File: config.mk
export PLATFORM = sky130hd
export DESIGN_NAME = sfu_seq_ctrl
export DESIGN_NICKNAME = d
export VERILOG_FILES = /design/src/rtl/sfu_pkg.sv /design/src/rtl/sfu_rowpass_cnt.sv /design/src/rtl/sfu_seq_ctrl.sv
export SDC_FILE = /design/constraint.sdc
export NUM_CORES = 1
export LEC_CHECK = 0
export BUFFER_PORTS_ARGS = -buffer_cell sky130_fd_sc_hd__buf_2
export CORE_MARGIN = 10
export CORE_UTILIZATION = 57
export CTS_BUF_LIST = sky130_fd_sc_hd__clkbuf_8
export CTS_CLUSTER_SIZE = 25
export DETAILED_ROUTE_END_ITERATION = 10
export GPL_TIMING_DRIVEN = 0
export HOLD_SLACK_MARGIN = 0.05
export PLACE_DENSITY_LB_ADDON = 0.2
export SYNTH_ARGS = -nofsm -noshare
export SYNTH_HDL_FRONTEND = slang
export SYNTH_SLANG_ARGS = --single-unit
File: constraint.sdc
create_clock -name clk -period 2 [get_ports clk]
set_input_delay 0.1 -clock clk [delete_from_list [all_inputs] [get_ports clk]]
set_output_delay 0.1 -clock clk [all_outputs]
set_load 0.1 [all_outputs]
File: src/rtl/sfu_pkg.sv
// Shared types and default widths for the SFU sequencing controller.
package sfu_pkg;

   localparam int SFU_SEL_W  = 4;
   localparam int SFU_PASS_W = 4;

   typedef enum logic [2:0] {
      ST_IDLE  = 3'd0,
      ST_CLEAR = 3'd1,
      ST_ACCUM = 3'd2,
      ST_DRAIN = 3'd3,
      ST_FIN   = 3'd4
   } state_t;

endpackage

File: src/rtl/sfu_rowpass_cnt.sv
// Nested row/pass counter with captured limits; flags the final element of a job.
module sfu_rowpass_cnt
   import sfu_pkg::*;
#(
   parameter int SEL_W  = SFU_SEL_W,
   parameter int PASS_W = SFU_PASS_W
) (
   input  logic              clk,
   input  logic              reset,
   input  logic              i_load,
   input  logic [SEL_W-1:0]  i_cfg_last_row,
   input  logic [PASS_W-1:0] i_cfg_last_pass,
   input  logic              i_clr,
   input  logic              i_en,
   output logic [SEL_W-1:0]  o_row,
   output logic [SEL_W-1:0]  o_last_row,
   output logic              o_final
);

   logic [SEL_W-1:0]  r_row;
   logic [SEL_W-1:0]  r_last_row;
   logic [PASS_W-1:0] r_pass;
   logic [PASS_W-1:0] r_last_pass;
   logic              w_row_last;
   logic              w_pass_last;

   assign w_row_last  = (r_row == r_last_row);
   assign w_pass_last = (r_pass == r_last_pass);
   assign o_row       = r_row;
   assign o_last_row  = r_last_row;
   assign o_final     = w_row_last && w_pass_last;

   always_ff @(posedge clk) begin
      if (reset) begin
         r_row       <= '0;
         r_pass      <= '0;
         r_last_row  <= '0;
         r_last_pass <= '0;
      end else begin
         if (i_load) begin
            r_last_row  <= i_cfg_last_row;
            r_last_pass <= i_cfg_last_pass;
         end
         if (i_load || i_clr) begin
            r_row  <= '0;
            r_pass <= '0;
         end else if (i_en) begin
            // The final element returns both counters to 0 so pass never exceeds its limit.
            if (w_row_last) begin
               r_row  <= '0;
               r_pass <= w_pass_last ? '0 : r_pass + PASS_W'(1);
            end else begin
               r_row <= r_row + SEL_W'(1);
            end
         end
      end
   end

endmodule

File: src/rtl/sfu_seq_ctrl.sv
// SFU job sequencer: clear, stream FIFO psums into accumulators, then sweep them out through ReLU.
module sfu_seq_ctrl
   import sfu_pkg::*;
#(
   parameter int SEL_W  = SFU_SEL_W,
   parameter int PASS_W = SFU_PASS_W
) (
   input  logic              clk,
   input  logic              reset,
   input  logic              start,
   input  logic [SEL_W-1:0]  cfg_last_row,
   input  logic [PASS_W-1:0] cfg_last_pass,
   input  logic              ofifo_valid,
   output logic              ofifo_rd,
   input  logic              out_ready,
   output logic              sfu_clr,
   output logic              sfu_acc,
   output logic              sfu_relu,
   output logic [SEL_W-1:0]  sfu_sel,
   output logic              out_valid,
   output logic              busy,
   output logic              done
);

   state_t           r_state;
   state_t           w_next;
   logic             w_load;
   logic             w_cnt_clr;
   logic [SEL_W-1:0] w_row;
   logic [SEL_W-1:0] w_last_row;
   logic             w_final;

   logic             w_nx_clr;
   logic             w_nx_acc;
   logic             w_nx_relu;
   logic [SEL_W-1:0] w_nx_sel;
   logic             w_nx_valid;
   logic             w_nx_done;

   assign ofifo_rd = (r_state == ST_ACCUM) && ofifo_valid;

   sfu_rowpass_cnt #(
      .SEL_W  (SEL_W),
      .PASS_W (PASS_W)
   ) u_cnt (
      .clk             (clk),
      .reset           (reset),
      .i_load          (w_load),
      .i_cfg_last_row  (cfg_last_row),
      .i_cfg_last_pass (cfg_last_pass),
      .i_clr           (w_cnt_clr),
      .i_en            (ofifo_rd),
      .o_row           (w_row),
      .o_last_row      (w_last_row),
      .o_final         (w_final)
   );

   always_ff @(posedge clk) begin
      if (reset) begin
         r_state <= ST_IDLE;
      end else begin
         r_state <= w_next;
      end
   end

   always_comb begin
      w_next     = r_state;
      w_load     = 1'b0;
      w_cnt_clr  = 1'b0;
      w_nx_clr   = 1'b0;
      w_nx_acc   = 1'b0;
      w_nx_relu  = 1'b0;
      w_nx_sel   = sfu_sel;
      w_nx_valid = 1'b0;
      w_nx_done  = 1'b0;
      case (r_state)
         ST_IDLE: begin
            if (start) begin
               w_load   = 1'b1;
               w_nx_clr = 1'b1;
               w_next   = ST_CLEAR;
            end
         end
         ST_CLEAR: begin
            w_cnt_clr = 1'b1;
            w_next    = ST_ACCUM;
         end
         ST_ACCUM: begin
            // The accumulate strobe lags the read by one cycle to meet the FIFO data.
            if (ofifo_valid) begin
               w_nx_acc = 1'b1;
               w_nx_sel = w_row;
               if (w_final) begin
                  w_next = ST_DRAIN;
               end
            end
         end
         ST_DRAIN: begin
            if (!out_valid) begin
               w_nx_relu  = 1'b1;
               w_nx_valid = 1'b1;
               w_nx_sel   = '0;
            end else if (out_ready) begin
               if (sfu_sel == w_last_row) begin
                  w_nx_done = 1'b1;
                  w_next    = ST_FIN;
               end else begin
                  w_nx_relu  = 1'b1;
                  w_nx_valid = 1'b1;
                  w_nx_sel   = sfu_sel + SEL_W'(1);
               end
            end else begin
               w_nx_relu  = 1'b1;
               w_nx_valid = 1'b1;
            end
         end
         ST_FIN: begin
            w_next = ST_IDLE;
         end
         default: begin
            w_next = ST_IDLE;
         end
      endcase
   end

   always_ff @(posedge clk) begin
      if (reset) begin
         sfu_clr   <= 1'b0;
         sfu_acc   <= 1'b0;
         sfu_relu  <= 1'b0;
         sfu_sel   <= '0;
         out_valid <= 1'b0;
         busy      <= 1'b0;
         done      <= 1'b0;
      end else begin
         sfu_clr   <= w_nx_clr;
         sfu_acc   <= w_nx_acc;
         sfu_relu  <= w_nx_relu;
         sfu_sel   <= w_nx_sel;
         out_valid <= w_nx_valid;
         busy      <= (w_next != ST_IDLE);
         done      <= w_nx_done;
      end
   end

endmodule

After elaboration in Yosys (flattened, before gate mapping)
Index checks and enable logic that the tools add are counted.

Input bits: 13. Output and inout bits: 11. Logic and storage cells: 61. Register bits after elaboration: 28.

Eq/ne operators: 9. Multiplexer cells: 22. Reduce and logical (&&, ||, !) cells: 12. Bitwise gates (word level): 4. Add/subtract/negate cells: 3.

Operators by type and width (number): $mux W4 (6); $mux W3 (6); $add A4 B1 Y4 const B (3); $eq A4 B4 Y1 (3); $pmux W3 S4 (1); $mux W1 (8); $pmux W4 S2 (1); $eq A3 B2 Y1 const B (2); $ne A3 B3 Y1 const B (2); $reduce_or A2 Y1 (3); $not A1 Y1 (4); $reduce_and A4 Y1 (1); $reduce_or A4 Y1 (1); $eq A3 B1 Y1 const B (1); $logic_not A3 Y1 (1); $reduce_bool A3 Y1 (1); $logic_and A1 B1 Y1 (2); $ne A2 B2 Y1 const B (1); $reduce_and A2 Y1 (1); $reduce_bool A2 Y1 (1); $logic_or A1 B1 Y1 (1).

Logic depth before layout (Yosys ltp)
Depth after elaboration: 6. Depth in mapped cells: 6.

Cells and area by module
Synthesis repeated with hierarchy kept, for this count alone.

Cells, all modules: 156. Area total of the unflattened synthesis: 1511.4 um^2.

Modules (own cells, without submodules): sfu_rowpass_cnt (instances 1, seq. area each 320.3 um^2, cells each 82, area each 839.6 um^2); sfu_seq_ctrl (instances 1, seq. area each 240.2 um^2, cells each 74, area each 671.9 um^2).

Least setup slack after synthesis
No wires, ideal clock.

Path type: flip-flop to flip-flop. From: register sfu_sel[3]. To: register sfu_sel[3]. Stages on the path, launching flop included: 6. Arrival: 2.365 ns. Slack: -0.499 ns. Period minus slack after synthesis: 2.499 ns. Buffers on the path: 0. Library setup time: 0.134 ns. Path through: dfxtp_1 -> inv_1 -> a2111o_1 -> or4_1 -> a31oi_1 -> a211oi_1.

Word-level cells in the longest chain between the ends: 5.

Ends and longest elaborated chain: start, declared (line sfu_seq_ctrl.sv:19) `output logic [SEL_W-1:0] sfu_sel,`; start signal, assigned (line sfu_seq_ctrl.sv:139) `sfu_sel <= w_nx_sel;`; $add A4 B1 Y4 (line sfu_seq_ctrl.sv:110) `w_nx_sel = sfu_sel + SEL_W'(1);`; $mux W4 (line sfu_seq_ctrl.sv:104) `if (sfu_sel == w_last_row) begin`; $mux W4 (line sfu_seq_ctrl.sv:103) `end else if (out_ready) begin`; $mux W4 (line sfu_seq_ctrl.sv:99) `if (!out_valid) begin`; $pmux W4 S2 (line sfu_seq_ctrl.sv:76) `case (r_state)`.

Parallel ways exist; a longest one is shown, timed or not. The select of a mux whose other input is x is not followed. A chain may end at the register's enable or synchronous reset.

Final worst setup path
From: register r_state[0]. To: output port ofifo_rd.

Word-level cells in the longest chain between the ends: 2.

Ends and longest elaborated chain: start, declared (line sfu_seq_ctrl.sv:25) `state_t r_state;`; start signal, assigned (line sfu_seq_ctrl.sv:62) `r_state <= w_next;`; $eq A3 B2 Y1 (line sfu_seq_ctrl.sv:40) `assign ofifo_rd = (r_state == ST_ACCUM) && ofifo_valid;`; $logic_and A1 B1 Y1 (line sfu_seq_ctrl.sv:40); end, declared (line sfu_seq_ctrl.sv:14) `output logic ofifo_rd,`.

Every way passes these cells.

==> run_results.csv <==
group,metric,value,unit
timing,slew_headroom,66.0,%
cells_and_area,area_growth_syn_to_layout,17.1,%
power_and_ir_drop,ir_drop,0.000644,V
placement,dp_hpwl,2320,um
worst_hold_path,min_path_type,"in -> reg",
worst_hold_path,holdPathEnd,"u_cnt.o_last_row[2]$_SDFFE_PP0P_",
critical_path,timing.rr.end,"sfu_sel[0]$_SDFFE_PP0P_",
timing,setup_ws,0.114,ns
critical_path,required,1.90,ns
timing,setup_violations,0,
cells_and_area,diodes,0,
synthesis,ys.flop_type,"dfxtp_1",
power_and_ir_drop,finalPower,1190,uW
cts,cts_sinks,28,
route,antenna_left,0,
grt,grt_overflow,0,
synthesis,yosys_warnings,0,
synthesis,yosys.cell_types.count,41,
cts,cts_root_buf,"clkbuf_8",
die,ios,24,
die,start_util,59.4,%
die,fp.coreArea,2210,um^2
grt,grt_max_degree,16,
critical_path,worstPathArrival,1.79,ns
route,drtPass1Iterations,4,
grt,grt_pass1_wl,5220,um
flow_run,max-cap-violations,0,
timing,whs,0.0570,ns
timing,setup_tns,0,ns
critical_path,end_kind,"output pin",
cts,htreeDepth,1,
worst_hold_path,worstHoldStart,"cfg_last_row[2]",
cts,clkTransAtPathRegs,0.09,ns
synthesis,syn_inst,152,
route,wl_per_cell,14.8,um
outcome,status,"finished, final reports clean",
placement,port_buffers,22,
critical_path,path_cells,"clkbuf_1 -> nor4bb_1 -> buf_2 -> clkbuf_4",
synthesis,avgSynthCellArea,8.65,um^2
synthesis,synth_area,1320,um^2
cells_and_area,fin_nets,196,
critical_path,crit_type,"reg -> out",
critical_path,crit_fanout,10,
route,viasPerCell,5.60,
synthesis,synth_edf_count,0,
cts,post_cts_buffers,0,
critical_path,r2r_setup_slack,0.13,ns
die,die_area,4630,um^2
critical_path,reg2reg_depth,6,
route,routed-via-count,1159,
timing,hold_viol_final,0,
cts,cts_tree,"built",
critical_path,startpoint_type,"flip-flop",
die,die_h,68.0,um
placement,pre_cts_ws,0.150,ns
grt,grt.total_usage,14.4,%
placement,placed_area,1480,um^2
power_and_ir_drop,leakage,0.000639,uW
cts,clock_path_buffers,2,
synthesis,ys_ff_latch,28,
die,die_x,68.0,um
power_and_ir_drop,p_per_area,773,nW/um^2
grt,antenna_found_initial,0,
timing,skew,0.000689,ns
cells_and_area,final_cell_mix,"dfxtp_1, buf_2, nand2_1",
timing,worst_slew_pin_slew,0.510,ns
grt,grt_pass1_vias,1225,
synthesis,yosysSeqAreaShare,42.6,%
timing,post-route-period-util,94.3,%
cells_and_area,post_route_cells_drive_above_1_share,20.7,%
critical_path,critPathMaxStageDelay,0.38,ns
worst_hold_path,whs_path_depth,3,
timing,maxSlewViolCount,0,
placement,gp_congestion,0.936,
critical_path,r2r_start,"r_state[0]$_SDFF_PP0_",
die,rows,17,
critical_path,critical_path.startpoint,"r_state[0]$_SDFF_PP0_",
cts,numCtsBuffers,3,
synthesis,syn_nets,168,
timing,rsz0062_at_grt,"false",
route,initialDrtViolationCount,93,
cells_and_area,final_common_cell,"dfxtp_1",
route,drc,0,
critical_path,slowest_stage,"clkbuf_4",
timing,period_minus_slack,1.89,ns
synthesis,synthArstFlopShare,0,%
cells_and_area,final_area,1540,um^2
timing,fmax,530,MHz
cts,insertion_delay,0.27,ns
route,routed_wl,3060,um
[layer usage]
metal,GRT usage [%],wire length (um)
met5,0,0
met4,4.77,45
met3,3.92,138
met2,26.7,1620
met1,15.1,1260
[cell families after synthesis]
group	after synthesis	synth area share, %
mux	2	1.52
simple gates	64	25.0
buf+inv	14	4.38
fa+ha+maj	3	2.85
compound gates	25	12.9
xor+xnor	16	10.7
flops	28	42.6
[critical path: cells and delay by family (launching register included)]
family / cells / cell delay [ns]
buf+inv: 3 / 0.86
flops: 1 / 0.31
simple gates: 1 / 0.34
[stage by stage]
stage,instances,util [%]
2_1_floorplan,152,-
3_3_place_gp,202,66.7
3_5_place_dp,202,66.7
4_1_cts,206,68.8
5_1_grt,207,69.6
6_report,207,69.6
[worst max-delay path by stage]
stage                                        end  slack, ns  cells past startpoint
floorplan                sfu_sel[3]$_SDFFE_PP0P_      0.009                      5
global placement    u_cnt.r_pass[3]$_SDFFE_PP0P_       0.15                      5
detailed placement  u_cnt.r_pass[2]$_SDFFE_PP0P_       0.15                      5
CTS                                     ofifo_rd       0.02                      4
global route        u_cnt.r_pass[1]$_SDFFE_PP0P_      0.002                      6
finish                                  ofifo_rd       0.11                      4
[synth_stat cells (2+ instances only)]
| master | number | area (um^2) |
|---|---|---|
| xnor2_1 | 6 | 52.6 |
| nand3_1 | 5 | 25.0 |
| and3_1 | 2 | 12.5 |
| nand2_1 | 22 | 82.6 |
| nor4_1 | 2 | 12.5 |
| a211oi_1 | 3 | 22.5 |
| nand4_1 | 3 | 18.8 |
| xor2_1 | 10 | 87.6 |
| nor3_1 | 2 | 10.0 |
| nor3b_1 | 2 | 15.0 |
| or3_1 | 2 | 12.5 |
| nor2b_1 | 2 | 12.5 |
| inv_1 | 6 | 22.5 |
| clkbuf_1 | 4 | 15.0 |
| mux2i_1 | 2 | 20.0 |
| nor2_1 | 15 | 56.3 |
| ha_1 | 3 | 37.5 |
| dfxtp_1 | 28 | 561 |
| a21oi_1 | 10 | 50.1 |
| a31oi_1 | 2 | 12.5 |
[sequential cells by signal, summed over array words and instances, names as in the netlist]
signal / cells
busy: 1
done: 1
out_valid: 1
r_state: 3
sfu_acc: 1
sfu_clr: 1
sfu_sel: 4
u_cnt.o_last_row: 4
u_cnt.o_row: 4
u_cnt.r_last_pass: 4
u_cnt.r_pass: 4
[where the power goes]
| part | internal [uW] | total [uW] | switching, uW |
|---|---|---|---|
| clock network | 138 | 301 | 163 |
| logic | 74.2 | 273 | 199 |
| registers | 586 | 616 | 29.8 |
[layout make-up]
| type | count | area (um^2) |
|---|---|---|
| clock buffers | 3 | 41.3 |
| inverters | 7 | 26.3 |
| clock inverters | 1 | 3.75 |
| plain buffers | 7 | 31.3 |
| multi-input cells | 110 | 703 |
| repair buffers | 23 | 123 |
| flip-flops and latches | 28 | 577 |
| well taps | 28 | 35.0 |
| fillers | 207 | 672 |
[repair_timing]
action | in CTS | in global routing
gates resized for setup | 0 | 2
setup endpoints to repair | 0 | 5
hold buffers | 0 | 1
endpoints found under the hold margin | 0 | 1
(Power assumes the default switching activity.)
